==> src/rtl/system_pkg.sv <==
// rtl/system_pkg.sv - command/response constants and state types for the UART LED engine
package system_pkg;

   localparam logic [7:0] CMD_LED           = 8'h4C;
   localparam logic [7:0] CMD_READ          = 8'h52;
   localparam logic [7:0] RSP_OK            = 8'h4B;
   localparam logic [7:0] RSP_ERR           = 8'h3F;
   localparam logic [7:0] BOOT_BYTE_DEFAULT = 8'h42;

   typedef enum logic {
      IDLE,
      WAIT_DATA
   } parser_state_t;

   typedef enum logic [1:0] {
      RX_IDLE,
      RX_START,
      RX_DATA,
      RX_STOP
   } rx_state_t;

endpackage

==> src/rtl/system_uart_lite.sv <==
// rtl/system_uart_lite.sv - 8N1 UART: TX serializer and synchronized RX deserializer
module uart_lite
   import system_pkg::*;
#(
   parameter int CLKS_PER_BIT = 868
) (
   input  logic       clk_in,
   input  logic       rst_n,
   input  logic       tx_start,
   input  logic [7:0] tx_data,
   output logic       tx_busy,
   output logic       tx_done,
   output logic       uart_tx_o,
   input  logic       uart_rx_i,
   output logic       rx_valid,
   output logic [7:0] rx_data
);

   localparam int            CW        = $clog2(CLKS_PER_BIT);
   localparam logic [CW-1:0] BIT_LAST  = CW'(CLKS_PER_BIT - 1);
   localparam logic [CW-1:0] HALF_LAST = CW'(CLKS_PER_BIT / 2 - 1);

   logic [9:0]    tx_shreg;
   logic [CW-1:0] tx_cnt;
   logic [3:0]    tx_idx;
   logic          tx_line;

   // Asserted during the last cycle of the stop bit.
   assign tx_done   = tx_busy && (tx_cnt == BIT_LAST) && (tx_idx == 4'd9);
   assign uart_tx_o = tx_line;

   always_ff @(posedge clk_in) begin
      if (rst_n) begin
         tx_busy  <= 1'b0;
         tx_line  <= 1'b1;
         tx_shreg <= '1;
         tx_cnt   <= '0;
         tx_idx   <= '0;
      end else if (!tx_busy) begin
         if (tx_start) begin
            tx_busy  <= 1'b1;
            tx_line  <= 1'b0;
            tx_shreg <= {1'b1, tx_data, 1'b0};
            tx_cnt   <= '0;
            tx_idx   <= '0;
         end
      end else if (tx_cnt == BIT_LAST) begin
         tx_cnt <= '0;
         if (tx_idx == 4'd9) begin
            tx_busy <= 1'b0;
            tx_line <= 1'b1;
         end else begin
            tx_idx   <= tx_idx + 4'd1;
            tx_shreg <= {1'b1, tx_shreg[9:1]};
            tx_line  <= tx_shreg[1];
         end
      end else begin
         tx_cnt <= tx_cnt + 1'b1;
      end
   end

   logic [1:0]    rx_sync;
   logic          rx_s;
   logic          rx_prev;
   rx_state_t     rx_state, rx_state_d;
   logic [CW-1:0] rx_cnt, rx_cnt_d;
   logic [2:0]    rx_idx, rx_idx_d;
   logic [7:0]    rx_shreg, rx_shreg_d;
   logic          rx_valid_d;
   logic [7:0]    rx_data_d;

   assign rx_s = rx_sync[1];

   always_ff @(posedge clk_in) begin
      if (rst_n) begin
         rx_sync  <= 2'b11;
         rx_prev  <= 1'b1;
         rx_state <= RX_IDLE;
         rx_cnt   <= '0;
         rx_idx   <= '0;
         rx_shreg <= '0;
         rx_valid <= 1'b0;
         rx_data  <= '0;
      end else begin
         rx_sync  <= {rx_sync[0], uart_rx_i};
         rx_prev  <= rx_s;
         rx_state <= rx_state_d;
         rx_cnt   <= rx_cnt_d;
         rx_idx   <= rx_idx_d;
         rx_shreg <= rx_shreg_d;
         rx_valid <= rx_valid_d;
         rx_data  <= rx_data_d;
      end
   end

   always_comb begin
      rx_state_d = rx_state;
      rx_cnt_d   = rx_cnt;
      rx_idx_d   = rx_idx;
      rx_shreg_d = rx_shreg;
      rx_valid_d = 1'b0;
      rx_data_d  = rx_data;
      case (rx_state)
         RX_IDLE: begin
            if (rx_prev && !rx_s) begin
               rx_state_d = RX_START;
               rx_cnt_d   = '0;
            end
         end
         RX_START: begin
            // A start bit that is high again at mid-bit was only a glitch.
            if (rx_cnt == HALF_LAST) begin
               rx_cnt_d   = '0;
               rx_idx_d   = '0;
               rx_state_d = rx_s ? RX_IDLE : RX_DATA;
            end else begin
               rx_cnt_d = rx_cnt + 1'b1;
            end
         end
         RX_DATA: begin
            if (rx_cnt == BIT_LAST) begin
               rx_cnt_d   = '0;
               rx_shreg_d = {rx_s, rx_shreg[7:1]};
               rx_idx_d   = rx_idx + 3'd1;
               if (rx_idx == 3'd7) rx_state_d = RX_STOP;
            end else begin
               rx_cnt_d = rx_cnt + 1'b1;
            end
         end
         RX_STOP: begin
            if (rx_cnt == BIT_LAST) begin
               rx_state_d = RX_IDLE;
               if (rx_s) begin
                  rx_valid_d = 1'b1;
                  rx_data_d  = rx_shreg;
               end
            end else begin
               rx_cnt_d = rx_cnt + 1'b1;
            end
         end
         default: rx_state_d = RX_IDLE;
      endcase
   end

endmodule

==> src/rtl/system_top.sv <==
// rtl/system_top.sv - UART command engine driving an LED register; SYSTEM_HEARTBEAT_EN adds a heartbeat on LED 7
module system_top
   import system_pkg::*;
#(
   parameter int         CLKS_PER_BIT     = 868,
   parameter logic [7:0] BOOT_BYTE        = BOOT_BYTE_DEFAULT,
   parameter int         HEARTBEAT_CYCLES = 50_000_000
) (
   input  logic       clk_in,
   input  logic       rst_n,
   output logic [7:0] gpio_leds,
   output logic       uart_tx_o,
   input  logic       uart_rx_i
);

`ifdef SYSTEM_HEARTBEAT_EN
   localparam logic [7:0] CMD_MASK = 8'h7F;
`else
   localparam logic [7:0] CMD_MASK = 8'hFF;
`endif

   parser_state_t state, state_d;
   logic [7:0]    led_q, led_d;
   logic          slot_full, slot_full_d;
   logic [7:0]    slot_data, slot_data_d;
   logic          boot_pending, boot_pending_d;
   logic          boot_active, boot_active_d;
   logic          tx_start, tx_busy, tx_done, rx_valid;
   logic [7:0]    tx_data, rx_data;
   logic          rsp_req;
   logic [7:0]    rsp_byte;

   uart_lite #(.CLKS_PER_BIT(CLKS_PER_BIT)) u_uart (
      .clk_in    (clk_in),
      .rst_n     (rst_n),
      .tx_start  (tx_start),
      .tx_data   (tx_data),
      .tx_busy   (tx_busy),
      .tx_done   (tx_done),
      .uart_tx_o (uart_tx_o),
      .uart_rx_i (uart_rx_i),
      .rx_valid  (rx_valid),
      .rx_data   (rx_data)
   );

   always_ff @(posedge clk_in) begin
      if (rst_n) begin
         state        <= IDLE;
         led_q        <= 8'h00;
         slot_full    <= 1'b0;
         slot_data    <= 8'h00;
         boot_pending <= 1'b1;
         boot_active  <= 1'b0;
      end else begin
         state        <= state_d;
         led_q        <= led_d;
         slot_full    <= slot_full_d;
         slot_data    <= slot_data_d;
         boot_pending <= boot_pending_d;
         boot_active  <= boot_active_d;
      end
   end

   always_comb begin
      state_d        = state;
      led_d          = led_q;
      slot_full_d    = slot_full;
      slot_data_d    = slot_data;
      boot_pending_d = boot_pending;
      boot_active_d  = boot_active;
      tx_start       = 1'b0;
      tx_data        = BOOT_BYTE;
      rsp_req        = 1'b0;
      rsp_byte       = RSP_ERR;

      // The boot byte wins the first TX slot; the response slot drains afterwards.
      if (!tx_busy) begin
         if (boot_pending) begin
            tx_start       = 1'b1;
            boot_pending_d = 1'b0;
            boot_active_d  = 1'b1;
         end else if (slot_full) begin
            tx_start    = 1'b1;
            tx_data     = slot_data;
            slot_full_d = 1'b0;
         end
      end

      if (tx_done && boot_active) begin
         boot_active_d = 1'b0;
         led_d         = (led_q & ~CMD_MASK) | (8'h01 & CMD_MASK);
      end

      if (rx_valid) begin
         case (state)
            IDLE: begin
               if (rx_data == CMD_LED) begin
                  state_d = WAIT_DATA;
               end else if (rx_data == CMD_READ) begin
                  rsp_req  = 1'b1;
                  rsp_byte = gpio_leds;
               end else begin
                  rsp_req  = 1'b1;
                  rsp_byte = RSP_ERR;
               end
            end
            WAIT_DATA: begin
               led_d    = (led_q & ~CMD_MASK) | (rx_data & CMD_MASK);
               rsp_req  = 1'b1;
               rsp_byte = RSP_OK;
               state_d  = IDLE;
            end
            default: state_d = IDLE;
         endcase
      end

      // A response that finds the slot still occupied is dropped.
      if (rsp_req && !slot_full_d) begin
         slot_full_d = 1'b1;
         slot_data_d = rsp_byte;
      end
   end

`ifdef SYSTEM_HEARTBEAT_EN
   localparam int HB_W = $clog2(HEARTBEAT_CYCLES);
   logic [HB_W-1:0] hb_cnt;
   logic            hb_q;

   always_ff @(posedge clk_in) begin
      if (rst_n) begin
         hb_cnt <= '0;
         hb_q   <= 1'b0;
      end else if (hb_cnt == HB_W'(HEARTBEAT_CYCLES - 1)) begin
         hb_cnt <= '0;
         hb_q   <= ~hb_q;
      end else begin
         hb_cnt <= hb_cnt + 1'b1;
      end
   end

   assign gpio_leds = led_q | {hb_q, 7'b0};
`else
   assign gpio_leds = led_q;
`endif

endmodule

==> config.mk <==
export PLATFORM = sky130hd
export DESIGN_NAME = system_top
export DESIGN_NICKNAME = d
export VERILOG_FILES = /design/src/rtl/system_pkg.sv /design/src/rtl/system_uart_lite.sv /design/src/rtl/system_top.sv
export SDC_FILE = /design/constraint.sdc
export NUM_CORES = 1
export LEC_CHECK = 0
export ABC_AREA = 1
export CORE_UTILIZATION = 50
export CTS_BUF_LIST = sky130_fd_sc_hd__clkbuf_16
export DETAILED_ROUTE_END_ITERATION = 8
export DONT_BUFFER_PORTS = 1
export GPL_TIMING_DRIVEN = 0
export MAX_ROUTING_LAYER = met4
export PLACE_DENSITY_LB_ADDON = 0.3
export REMOVE_ABC_BUFFERS = 1
export SLEW_MARGIN = 20
export SYNTH_ARGS = -nofsm -noshare
export SYNTH_HDL_FRONTEND = slang
export SYNTH_SLANG_ARGS = --single-unit
==> constraint.sdc <==
create_clock -name clk_in -period 1.9 [get_ports clk_in]
set_input_delay 0.57 -clock clk_in [delete_from_list [all_inputs] [get_ports clk_in]]
set_output_delay 0.57 -clock clk_in [all_outputs]
set_load 0.02 [all_outputs]
== Word level (Yosys, flattened, before mapping) ==
Index checks and enable logic that the tools add are counted.

* Shift-type cells: 0
* Magnitude comparators: 0
* Bitwise logic cells: 4
* Equality and inequality tests: 18
* $mul: 0
* Divide/modulo/power cells: 0
* Reduce and logical (&&, ||, !) cells: 20
* $add $sub $neg: 4
* Mux-type cells: 55

{| class="wikitable"
|+ Operator list
! kind !! number
|-
| 10-bit 2-to-1 mux || 11
|-
| 8-bit 2-to-1 mux || 8
|-
| 10-bit one-hot mux with 4 select lines || 1
|-
| 10-bit by 1-bit adder with 10-bit output, second input constant || 2
|-
| 10-bit == test, second input constant || 2
|-
| 1-bit 2-to-1 mux || 18
|-
| 8-bit by 7-bit == test with 1-bit output, second input constant || 2
|-
| 4-bit 2-to-1 mux || 4
|-
| 8-bit one-hot mux with 2 select lines || 1
|-
| 2-bit 2-to-1 mux || 6
|-
| 10-bit by 9-bit == test with 1-bit output, second input constant || 1
|-
| 2-bit by 1-bit != test with 1-bit output, second input constant || 5
|-
| 3-bit AND reduction || 3
|-
| 2-bit one-hot mux with 4 select lines || 1
|-
| 2-bit AND reduction || 4
|-
| 3-bit 2-to-1 mux || 2
|-
| 2-bit != test, second input constant || 3
|-
| 3-bit one-hot mux with 2 select lines || 1
|-
| 1-bit logical AND || 5
|-
| 5-bit AND reduction || 1
|-
| 4-bit by 1-bit adder with 4-bit output, second input constant || 1
|-
| 2-bit == test, second input constant || 2
|-
| 4-bit == test, second input constant || 1
|-
| 1-bit inverter || 4
|-
| 9 further kinds || 12
|}

* Register bits: 81
* Memories: 0
* Word-level logic and storage cells: 120
* RAM bits: 0
* Output and inout bits: 9
* Input port bits: 3
* Latch bits: 0
* ROM bits: 0

== Logic depth before layout (Yosys ltp) ==
Gate-level depths: netlist of run 1.

* Depth after elaboration: 7
* Gate-level depth with buffers: 11
* Gate-level depth less buffers: 11

== Hierarchy ==
Synthesis of run 1 repeated with hierarchy kept, for this count alone.

* Cells, all modules: 585
* Area, all modules: 3947.5 µm²

{| class="wikitable"
|+ By module, submodules not included
! module !! instances !! cells each !! area an instance (µm²)
|-
| uart_lite || 1 || 418 || 2904.0
|-
| system_top || 1 || 167 || 1043.5
|}

== Worst setup path before layout of run 1 ==
OpenSTA, ideal clock, no wires.

* Path type: register -> register
* From: reg u_uart.rx_cnt[0]
* To: reg u_uart.rx_cnt[2]
* Arrival time: 1.362 ns
* Path buffers: 0
* Slack: 0.420 ns
* Stages on the path, launching flop included: 9
* Data required time: 1.782 ns
* Cells stage by stage: dfxtp_1 -> ha_1 -> nand3_2 -> nor2_4 -> nand3_2 -> nand2_4 -> nor2_1 -> xor2_1 -> nor2_4

* Word-level cells in the longest chain between the ends: 3
* Elaborated cells on any way between the ends: 9
* Classes of those cells: add/sub: 1; eq/ne: 3; mux: 4; reduce/logical: 1

{| class="wikitable"
|+ Ends and longest elaborated chain
! item !! RTL line !! text
|-
| start: declaration || system_uart_lite.sv:66 || <nowiki>logic [CW-1:0] rx_cnt, rx_cnt_d;</nowiki>
|-
| start signal: assignment || system_uart_lite.sv:88 || <nowiki>rx_cnt <= rx_cnt_d;</nowiki>
|-
| 10-bit by 1-bit adder with 10-bit output (tied with other cells) || system_uart_lite.sv:117, system_uart_lite.sv:127, system_uart_lite.sv:138 ||
|-
| 10-bit 2-to-1 mux (tied with other cells) || system_uart_lite.sv:131 || <nowiki>if (rx_cnt == BIT_LAST) begin</nowiki>
|-
| 10-bit one-hot mux with 4 select lines or 2-bit AND reduction (tied branches) || -- ||
|}

Parallel ways exist; a longest one is shown, timed or not. The select of a mux whose other input is x is not followed.
A chain may end at the register's enable or synchronous reset.

== Worst setup path in the final report of run 1 ==
* From: reg u_uart.tx_cnt[0]
* To: reg led_q[1], in the netlist gpio_leds[1]

* Word-level cells in the longest chain between the ends: 7

{| class="wikitable"
|+ Ends and longest elaborated chain
! item !! RTL line !! text
|-
| start: declaration || system_uart_lite.sv:24 || <nowiki>logic [CW-1:0] tx_cnt;</nowiki>
|-
| start signal: assignment || system_uart_lite.sv:58 || <nowiki>tx_cnt <= tx_cnt + 1'b1;</nowiki>
|-
| 10-bit == test * || system_uart_lite.sv:29 || <nowiki>assign tx_done = tx_busy && (tx_cnt == BIT_LAST) && (tx_idx == 4'd9);</nowiki>
|-
| 1-bit logical AND * (2 in series) || system_uart_lite.sv:29 ||
|-
| 1-bit logical AND * || system_top.sv:89 || <nowiki>if (tx_done && boot_active) begin</nowiki>
|-
| 8-bit 2-to-1 mux * || system_top.sv:89 ||
|-
| 8-bit 2-to-1 mux || system_top.sv:95 || <nowiki>case (state)</nowiki>
|-
| 8-bit 2-to-1 mux * || system_top.sv:94 || <nowiki>if (rx_valid) begin</nowiki>
|-
| end signal: assignment || system_top.sv:56 || <nowiki>led_q <= led_d;</nowiki>
|-
| end: declaration || system_top.sv:23 || <nowiki>logic [7:0] led_q, led_d;</nowiki>
|}

Mark *: on every way between the ends. The rest lies on a longest branch, timed or not.

==> flow_summary_export.csv, run 1 <==
group,metric,value,unit
status,status,"complete, no violations",
grt,met3_usage,0.05690,
placement,port_buffers,0,
synth,yosysSeqAreaShare,0.4197,
synth,synth_ff_type,"dfxtp_1",
sta,hold_viol,0,
sta,setup_slack,0.1625,ns
floorplanning,num_rows,31,
setup_path,critPathArrivalTime,1.94,ns
sta,period_needed,1.737,ns
grt,overflow,0,
hold_path,hold_end,"u_uart.rx_idx[1]$_SDFFE_PP0P_",
synth,synth_edf_count,0,
setup_path,worstReg2RegEnd,"gpio_leds[1]$_SDFF_PP0_",
setup_path,rr_startpoint,"u_uart.tx_cnt[0]$_SDFFE_PP0P_",
clocking,cts.sinks,79,
clocking,clk_path_buf_depth,2,
synth,avgSynthCellArea,7.261,um2
layout,area_growth,9.562,%
clocking,cts_tree,"built",
sta,setup_tns,0,ns
sta,fin_crit_sh,0.9145,
setup_path,crit_slowest_cell,"dfxtp_1",
power_and_ir_drop,power_density,980.3,nW/um2
grt,grt_pass1_vias,2816,
sta,report.final.slew_viol_count,0,
setup_path,reg2reg_slack,0.16,ns
setup_path,worstPathCellList,"ha_1 > nand2_1 > nor2_1 > nand4_1 > inv_1 > nand3_1 > nand2_2 > o21ai_0",
setup_path,cp_top_family,"simple AND/OR/NAND/NOR gates",
route,wl,7311,um
setup_path,cpPeakStageDelay,0.38,ns
floorplanning,pin_count,12,
hold_path,hold_depth,1,
placement,post-place-ws,0.03062,ns
setup_path,crit_type,"reg -> reg",
clocking,cts.reportedPaths.clkPinSlew,0.06,ns
synth,ys_warn_count,0,
clocking,cts_inserted_buffers,9,
layout,drive_gt1_frac,0.1034,
grt,grtUsageMet1,0.2339,
floorplanning,core_area,7253,um2
setup_path,critPathBufInv,1,
clocking,insertion_delay,0.33,ns
layout,nets,531,
grt,grt_max_degree,53,
sta,fin_skew,0.004708,ns
layout,final_cells,621,
route,dr.pass1.iters,4,
grt,top_usage_layer,"met2",
route,drtIter0Drc,111,
setup_path,end_kind,"flop",
layout,n_antenna_cell,0,
synth,yosys.cell_types.count,40,
floorplanning,die_area,7888,um2
route,wl_per_cell,11.77,um
clocking,cts_root_buf,"clkbuf_16",
route,final_antenna_net_count,0,
layout,final_util,0.5693,
floorplanning,die-height,88.82,um
run,maxCapViolCount,0,
placement,hpwl,5113,um
clocking,htree_levels,3,
synth,synth_area,3769,um2
placement,numPlacedInstances,605,
setup_path,cp-start-kind,"flop",
setup_path,r2r_cells,8,
hold_path,holdCritStartpoint,"rst_n",
route,routed-via-count,3163,
clocking,cts_setup_buffers,0,
setup_path,cp_data_required_time,2.11,ns
power_and_ir_drop,ir_drop,0.5734,mV
grt,grt_pass1_wl,12080,um
sta,tightest_slew,0.8884,ns
synth,async_reset_ff_frac,0,
sta,rsz0062_at_grt,"no",
setup_path,worstPathMaxFanout,6,
floorplanning,die_x,88.82,um
route,vias_per_cell,5.093,
grt,antenna_found_initial,0,
synth,synth_seq_cells,79,
sta,setup_viol,0,
route,post-route-drc-count,0,
power_and_ir_drop,power,4.048,mW
power_and_ir_drop,cellLeakagePower,1.623,nW
hold_path,min-delay-path-class,"in -> reg",
grt,grt_usage,0.2033,
sta,slew_headroom,0.4069,
floorplanning,start_util,0.5196,
placement,finalWeightedCongestion,0.8545,
synth,synthCells,519,
grt,use_met2,0.3357,
sta,clock.fmax,575.5,MHz
## logic make-up (layout without fill, tap and decap cells)
logic type / count (synthesis) / count (layout) / synth area share
flip-flops: 79 / 79 / 0.4197
AO/OA/AOI/OAI: 93 / 93 / 0.1298
buffers and inverters: 77 / 80 / 0.08201
adder cells (fa/ha/maj): 11 / 11 / 0.03652
AND/OR/NAND/NOR: 255 / 255 / 0.3227
XOR/XNOR: 4 / 4 / 0.009298
## cell usage after synthesis, drive strengths merged, types with 6 or more instances
cell,number,share of area
inv,63,0.064
nor3,7,0.011
buf,6,0.010
clkbuf,7,0.0070
a21oi,42,0.056
ha,11,0.037
nand3,46,0.070
dfxtp,79,0.42
nand4,8,0.015
nand2,127,0.14
o21ai,39,0.052
nor2,60,0.074
## sequential cells by signal, indices dropped and copies added (netlist names), 4 cells and up, named ones only
| signal | flops |
|---|---|
| u_uart.rx_data | 8 |
| u_uart.tx_cnt | 10 |
| u_uart.tx_shreg | 8 |
| u_uart.rx_shreg | 8 |
| u_uart.rx_cnt | 10 |
| gpio_leds | 8 |
| u_uart.tx_idx | 4 |
| slot_data | 8 |
## through the flow
step           instance area (um2)  hold slack [ns]
2_1_floorplan                 3705           0.3895
3_3_place_gp                  3829           0.4002
3_5_place_dp                  3829           0.4016
4_1_cts                       4118           0.2899
5_1_grt                       4129           0.2913
6_report                      4129           0.3103
## layer usage
metal / routed length, um / part of all wire / up-vias
li1: - / - / 1681
met1: 3396 / 0.46 / 1431
met2: 3561 / 0.49 / 47
met3: 315 / 0.043 / 4
met4: 37 / 0.0051 / 0
met5: 0 / 0 / -
## report_power, final
group / internal (mW) / total [mW] / switching [mW]
clock network: 1.00 / 1.66 / 0.657
logic: 0.204 / 0.614 / 0.410
registers: 1.71 / 1.77 / 0.0581
## placed cells by master (no fill, tap or decap), drive strengths merged
master	synthesis	routed
nand2	127	127
ha	11	11
o22ai	3	3
xnor2	2	2
o21ai	39	39
bufinv	0	1
o211ai	1	1
nor3	7	7
nand4	8	8
clkinvlp	0	1
inv	63	63
o21a	1	1
clkbuf	7	9
a211oi	3	3
nand3b	3	3
xor2	2	2
nand3	46	46
dfxtp	79	79
nor2	60	60
or2	3	3
and2	1	1
o21bai	2	2
clkinv	1	6
a31oi	2	2
a21oi	42	42
## worst max-delay path by stage
stage                                   from                             to  slack (ns)  cells past startpoint
2_1_floorplan  u_uart.rx_cnt[0]$_SDFFE_PP0P_  u_uart.rx_cnt[2]$_SDFFE_PP0P_        0.42                      8
3_3_place_gp                           rst_n        gpio_leds[7]$_SDFF_PP0_         0.1                      3
3_5_place_dp                           rst_n        gpio_leds[6]$_SDFF_PP0_        0.03                      3
4_1_cts        u_uart.tx_cnt[0]$_SDFFE_PP0P_        gpio_leds[6]$_SDFF_PP0_        0.12                      8
5_1_grt        u_uart.tx_cnt[0]$_SDFFE_PP0P_        gpio_leds[6]$_SDFF_PP0_        0.02                      8
6_report       u_uart.tx_cnt[0]$_SDFFE_PP0P_        gpio_leds[1]$_SDFF_PP0_        0.16                      8
## repair_timing
item / in CTS / in global routing
resized for setup: 0 / 2
endpoints found under the setup margin: 0 / 3
hold buffers: 0 / 0
## area by class of cell
| class | instances | area, um2 |
|---|---|---|
| Clock buffer | 9 | 225.2 |
| Inverter | 64 | 245.2 |
| Clock inverter | 7 | 63.81 |
| Fill cell | 704 | 3124 |
| Tap cell | 99 | 123.9 |
| Sequential cell | 79 | 1582 |
| Multi-Input combinational cell | 363 | 1889 |
(Power assumes the default switching activity.)
==> run 2: changes to the inputs <==
--- a/config.mk
+++ b/config.mk
@@ -6,7 +6,7 @@
 export NUM_CORES = 1
 export LEC_CHECK = 0
 export ABC_AREA = 1
-export CORE_UTILIZATION = 50
+export CORE_UTILIZATION = 55
 export CTS_BUF_LIST = sky130_fd_sc_hd__clkbuf_16
 export DETAILED_ROUTE_END_ITERATION = 8
 export DONT_BUFFER_PORTS = 1
==> run 2 against run 1 <==
Compared with the run above: critical path depth did not move; combinational power about the same; worst hold slack got worse by 0.011 ns; sequential power about the same; largest cell class unchanged; flip-flop and latch count did not move; count of clock-buffer cells in the layout unchanged; power fell by 3.9%; clock skew up 0.0024 ns; non-clock buffer count increased by 1; critical path type unchanged; largest power group unchanged.
==> flow_summary_export.csv, run 2 (same netlist as run 1, synthesis figures left out) <==
group,metric,value,unit
floorplanning,die_area,7187,um2
power_and_ir_drop,power_density,952.4,nW/um2
hold_path,min-delay-path-class,"in -> reg",
floorplanning,core_area,6495,um2
route,drtIter0Drc,106,
route,routed-via-count,3204,
clocking,clk_path_buf_depth,2,
floorplanning,die-height,84.78,um
route,final_antenna_net_count,0,
grt,grt_pass1_vias,3001,
sta,tightest_slew,0.9016,ns
clocking,cts_root_buf,"clkbuf_16",
setup_path,cp-start-kind,"flop",
grt,overflow,0,
route,dr.pass1.iters,6,
route,wl,7324,um
layout,largestRegisters,"u_uart.rx_cnt (10), u_uart.tx_cnt (10)",
sta,setup_tns,0,ns
sta,slew_headroom,0.3981,
floorplanning,num_rows,29,
layout,final_cell_mix,"nand2_1, dfxtp_1, inv_1",
placement,finalWeightedCongestion,0.8348,
sta,period_needed,1.707,ns
floorplanning,die_x,84.78,um
sta,fin_crit_sh,0.8984,
status,status,"complete, no violations",
setup_path,critPathArrivalTime,1.97,ns
sta,setup_viol,0,
setup_path,crit_type,"reg -> reg",
placement,post-place-ws,0.06365,ns
clocking,cts_inserted_buffers,9,
clocking,cts_hold_buffers,0,
grt,antenna_found_initial,0,
sta,hold_viol,0,
floorplanning,start_util,0.5802,
grt,grt_max_degree,53,
setup_path,cp_data_required_time,2.16,ns
setup_path,end_kind,"flop",
sta,fin_skew,0.007070,ns
grt,grt_pass1_wl,13030,um
floorplanning,pin_count,12,
clocking,cts_tree,"built",
sta,clock.fmax,585.9,MHz
layout,n_antenna_cell,0,
sta,rsz0062_at_grt,"no",
sta,report.final.slew_viol_count,0,
layout,area_growth,8.400,%
sta,setup_slack,0.1931,ns
layout,drive_gt1_frac,0.1052,
power_and_ir_drop,cellLeakagePower,1.620,nW
layout,final_common_cell,"nand2_1",
clocking,cts.reportedPaths.clkPinSlew,0.06,ns
route,wl_per_cell,12.21,um
power_and_ir_drop,ir_drop,0.7414,mV
placement,hpwl,5023,um
grt,grt_usage,0.2319,
setup_path,worstPathMaxFanout,15,
clocking,cts.sinks,79,
layout,nets,532,
placement,port_buffers,0,
route,vias_per_cell,5.340,
route,post-route-drc-count,0,
clocking,htree_levels,3,
clocking,insertion_delay,0.33,ns
run,maxCapViolCount,0,
run 2: cell types whose count changed in the layout (fill, tap and decap cells not counted), sizes merged:
cell / before / now
bufinv: 1 / 0
inv: 63 / 65
clkinv: 6 / 5
buf: 0 / 1
run 2: metal layers:
| layer | vias up | wire length, um | global-route usage |
|---|---|---|---|
| met5 | - | 0 | - |
| met4 | 0 | 99 | 0.08012 |
| met3 | 9 | 257 | 0.06785 |
| met2 | 36 | 3405 | 0.3732 |
| met1 | 1481 | 3561 | 0.2775 |
| li1 | 1678 | - | - |
run 2: final cells by class:
cell class,instances,area (um2)
flip-flops and latches,79,1582
clock buffers,9,225.2
inverters,64,245.2
repair buffers,1,7.507
clock inverters,7,32.53
multi-input cells,363,1897
well taps,77,96.34
fillers,572,2410
run 2: path summary, 6_finish.rpt:
path / from / to / slack, ns / depth (start not counted)
worst max-delay path: u_uart.tx_busy$_SDFF_PP0_ / u_uart.tx_idx[3]$_SDFFE_PP0P_ / 0.19 / 8
worst min-delay path: rst_n / u_uart.tx_cnt[4]$_SDFFE_PP0P_ / 0.30 / 1
worst max register to register: u_uart.tx_busy$_SDFF_PP0_ / u_uart.tx_idx[3]$_SDFFE_PP0P_ / 0.19 / 8
worst min register to register: u_uart.rx_sync[0]$_SDFF_PP1_ / u_uart.rx_sync[1]$_SDFF_PP1_ / 0.42 / 1
run 2: what timing repair did:
action	CTS	global route
setup buffers	0	1
setup endpoints to repair	0	8
resized for setup	0	4
run 2: through the flow:
step | util | power [mW] | cells | cell area, um2 | hold slack, ns
after detailed placement | 0.5852 | 2.414 | 583 | 3801 | 0.4037
final | 0.6290 | 3.891 | 600 | 4085 | 0.2995
after global placement | 0.5852 | 2.396 | 583 | 3801 | 0.3978
after CTS | 0.6249 | 3.909 | 599 | 4059 | 0.2930
after global routing | 0.6290 | 4.090 | 600 | 4085 | 0.2892
after floorplan | - | 2.300 | 506 | 3705 | 0.3895
run 2: critical path: stages, from the launching register on:
cell and delay [ns]:
dfxtp_1 0.63, nor2_1 0.13, inv_2 0.10, nor2_4 0.06, inv_2 0.15, nand3_4 0.19
inv_2 0.17, nand2_1 0.07, a21oi_1 0.12
run 2: power by group:
| part | total, mW | leakage [nW] | switching, mW | internal (mW) |
|---|---|---|---|---|
| Combinational | 0.615 | 0.846 | 0.410 | 0.205 |
| Clock | 1.50 | 0.133 | 0.643 | 0.860 |
| Sequential | 1.77 | 0.641 | 0.0584 | 1.71 |
==> run 3: changes to the inputs <==
--- a/config.mk
+++ b/config.mk
@@ -14,6 +14,7 @@
 export MAX_ROUTING_LAYER = met4
 export PLACE_DENSITY_LB_ADDON = 0.3
 export REMOVE_ABC_BUFFERS = 1
+export SKIP_LAST_GASP = 1
 export SLEW_MARGIN = 20
 export SYNTH_ARGS = -nofsm -noshare
 export SYNTH_HDL_FRONTEND = slang
==> run 3 against run 2 <==
Compared with the run above: setup slack got worse by 0.040 ns; count of clock-buffer cells in the layout is the same; critical endpoint is now u_uart.tx_shreg[1]$_SDFFE_PP1P_; sequential power is essentially flat; combinational power about the same; routed wire length up 0.31%; worst hold slack better by 0.0029 ns; highest routed layer unchanged.
==> flow_summary_export.csv, run 3 (same netlist as run 1, synthesis figures left out) <==
group,metric,value,unit
grt,grt_pass1_wl,13030,um
placement,numPlacedInstances,583,
layout,largestRegisters,"u_uart.rx_cnt (10), u_uart.tx_cnt (10)",
clocking,htree_levels,3,
clocking,cts.reportedPaths.clkPinSlew,0.06,ns
layout,final_cells,600,
route,final_antenna_net_count,0,
route,wl_per_cell,12.25,um
sta,setup_viol,0,
clocking,cts_inserted_buffers,9,
layout,area_growth,8.333,%
sta,hold_viol,0,
route,vias_per_cell,5.325,
setup_path,cp_data_required_time,2.07,ns
setup_path,reg2reg_slack,0.15,ns
setup_path,end_kind,"flop",
grt,grt_pass1_vias,3001,
route,wl,7347,um
power_and_ir_drop,power,3.886,mW
hold_path,min-delay-path-class,"in -> reg",
sta,fin_skew,0.008358,ns
route,post-route-drc-count,0,
floorplanning,num_rows,29,
clocking,cts.sinks,79,
sta,setup_tns,0,ns
grt,grt_usage,0.2319,
grt,overflow,0,
power_and_ir_drop,ir_drop,0.7411,mV
placement,port_buffers,0,
status,status,"complete, no violations",
layout,final_util,0.6286,
route,routed-via-count,3195,
layout,nets,532,
sta,slew_headroom,0.3952,
layout,drive_gt1_frac,0.1033,
placement,finalWeightedCongestion,0.8348,
sta,rsz0062_at_grt,"yes",
sta,clock.fmax,572.3,MHz
grt,grt_max_degree,53,
floorplanning,start_util,0.5802,
route,drtIter0Drc,101,
setup_path,critPathArrivalTime,1.92,ns
layout,final_common_cell,"nand2_1",
setup_path,worstPathMaxFanout,15,
clocking,cts_root_buf,"clkbuf_16",
sta,whs,0.3024,ns
layout,n_antenna_cell,0,
power_and_ir_drop,power_density,951.7,nW/um2
clocking,clk_path_buf_depth,2,
floorplanning,die_x,84.78,um
route,dr.pass1.iters,6,
placement,hpwl,5023,um
layout,final_cell_mix,"nand2_1, dfxtp_1, inv_1",
floorplanning,die_area,7187,um2
floorplanning,die-height,84.78,um
run,maxCapViolCount,0,
sta,period_needed,1.747,ns
clocking,insertion_delay,0.33,ns
power_and_ir_drop,cellLeakagePower,1.620,nW
sta,tightest_slew,0.9059,ns
floorplanning,core_area,6495,um2
setup_path,cp-start-kind,"flop",
clocking,cts_tree,"built",
sta,fin_crit_sh,0.9196,
setup_path,crit_type,"reg -> reg",
sta,report.final.slew_viol_count,0,
floorplanning,pin_count,12,
grt,antenna_found_initial,0,
[run 3: worst max-delay path: stages, from the launching register on]
cell and delay [ns]:
dfxtp_1 0.41, ha_1 0.19, nand2_1 0.05, nor2_1 0.29
nand2_1 0.18, nand3_4 0.22, inv_2 0.11, nand2_1 0.08
nand3_1 0.06
[run 3: worst paths after layout]
| kind | startpoint | to | cells after the start |
|---|---|---|---|
| worst max-delay path | u_uart.tx_idx[0]$_SDFFE_PP0P_ | u_uart.tx_shreg[1]$_SDFFE_PP1P_ | 8 |
| worst max register to register | u_uart.tx_idx[0]$_SDFFE_PP0P_ | u_uart.tx_shreg[1]$_SDFFE_PP1P_ | 8 |
| worst min-delay path | rst_n | u_uart.tx_cnt[4]$_SDFFE_PP0P_ | 1 |
| worst min register to register | u_uart.rx_sync[0]$_SDFF_PP1_ | u_uart.rx_sync[1]$_SDFF_PP1_ | 1 |
[run 3: cell type report]
type | count | area [um2]
Clock inverter | 7 | 32.53
Fill cell | 573 | 2412
Clock buffer | 9 | 225.2
Sequential cell | 79 | 1582
Tap cell | 77 | 96.34
Multi-Input combinational cell | 363 | 1894
Inverter | 64 | 245.2
Timing Repair Buffer | 1 | 7.507
[run 3: power breakdown]
part           internal [mW]  leakage, nW  switching (mW)
sequential              1.71        0.641          0.0579
combinational          0.205        0.846           0.409
clock                  0.860        0.133           0.639
total                   2.78         1.62            1.11
[run 3: what timing repair did]
item,in CTS,in global routing
hold buffers,0,0
endpoints found under the hold margin,0,0
endpoints found under the setup margin,0,8
resized for setup,0,3
setup buffers,0,1
[run 3: per-layer routing]
| metal | track usage | wire, um | vias up |
|---|---|---|---|
| li1 | - | - | 1678 |
| met1 | 0.2775 | 3640 | 1481 |
| met2 | 0.3732 | 3431 | 29 |
| met3 | 0.06785 | 191 | 7 |
| met4 | 0.08012 | 83 | 0 |
| met5 | - | 0 | - |
[run 3: through the flow]
stage	worst slack, ns	instance area (um2)
after floorplan	0.4203	3705
after global placement	0.1102	3801
after detailed placement	0.06365	3801
after CTS	0.1675	4059
after global routing	-0.008031	4083
final	0.1527	4083
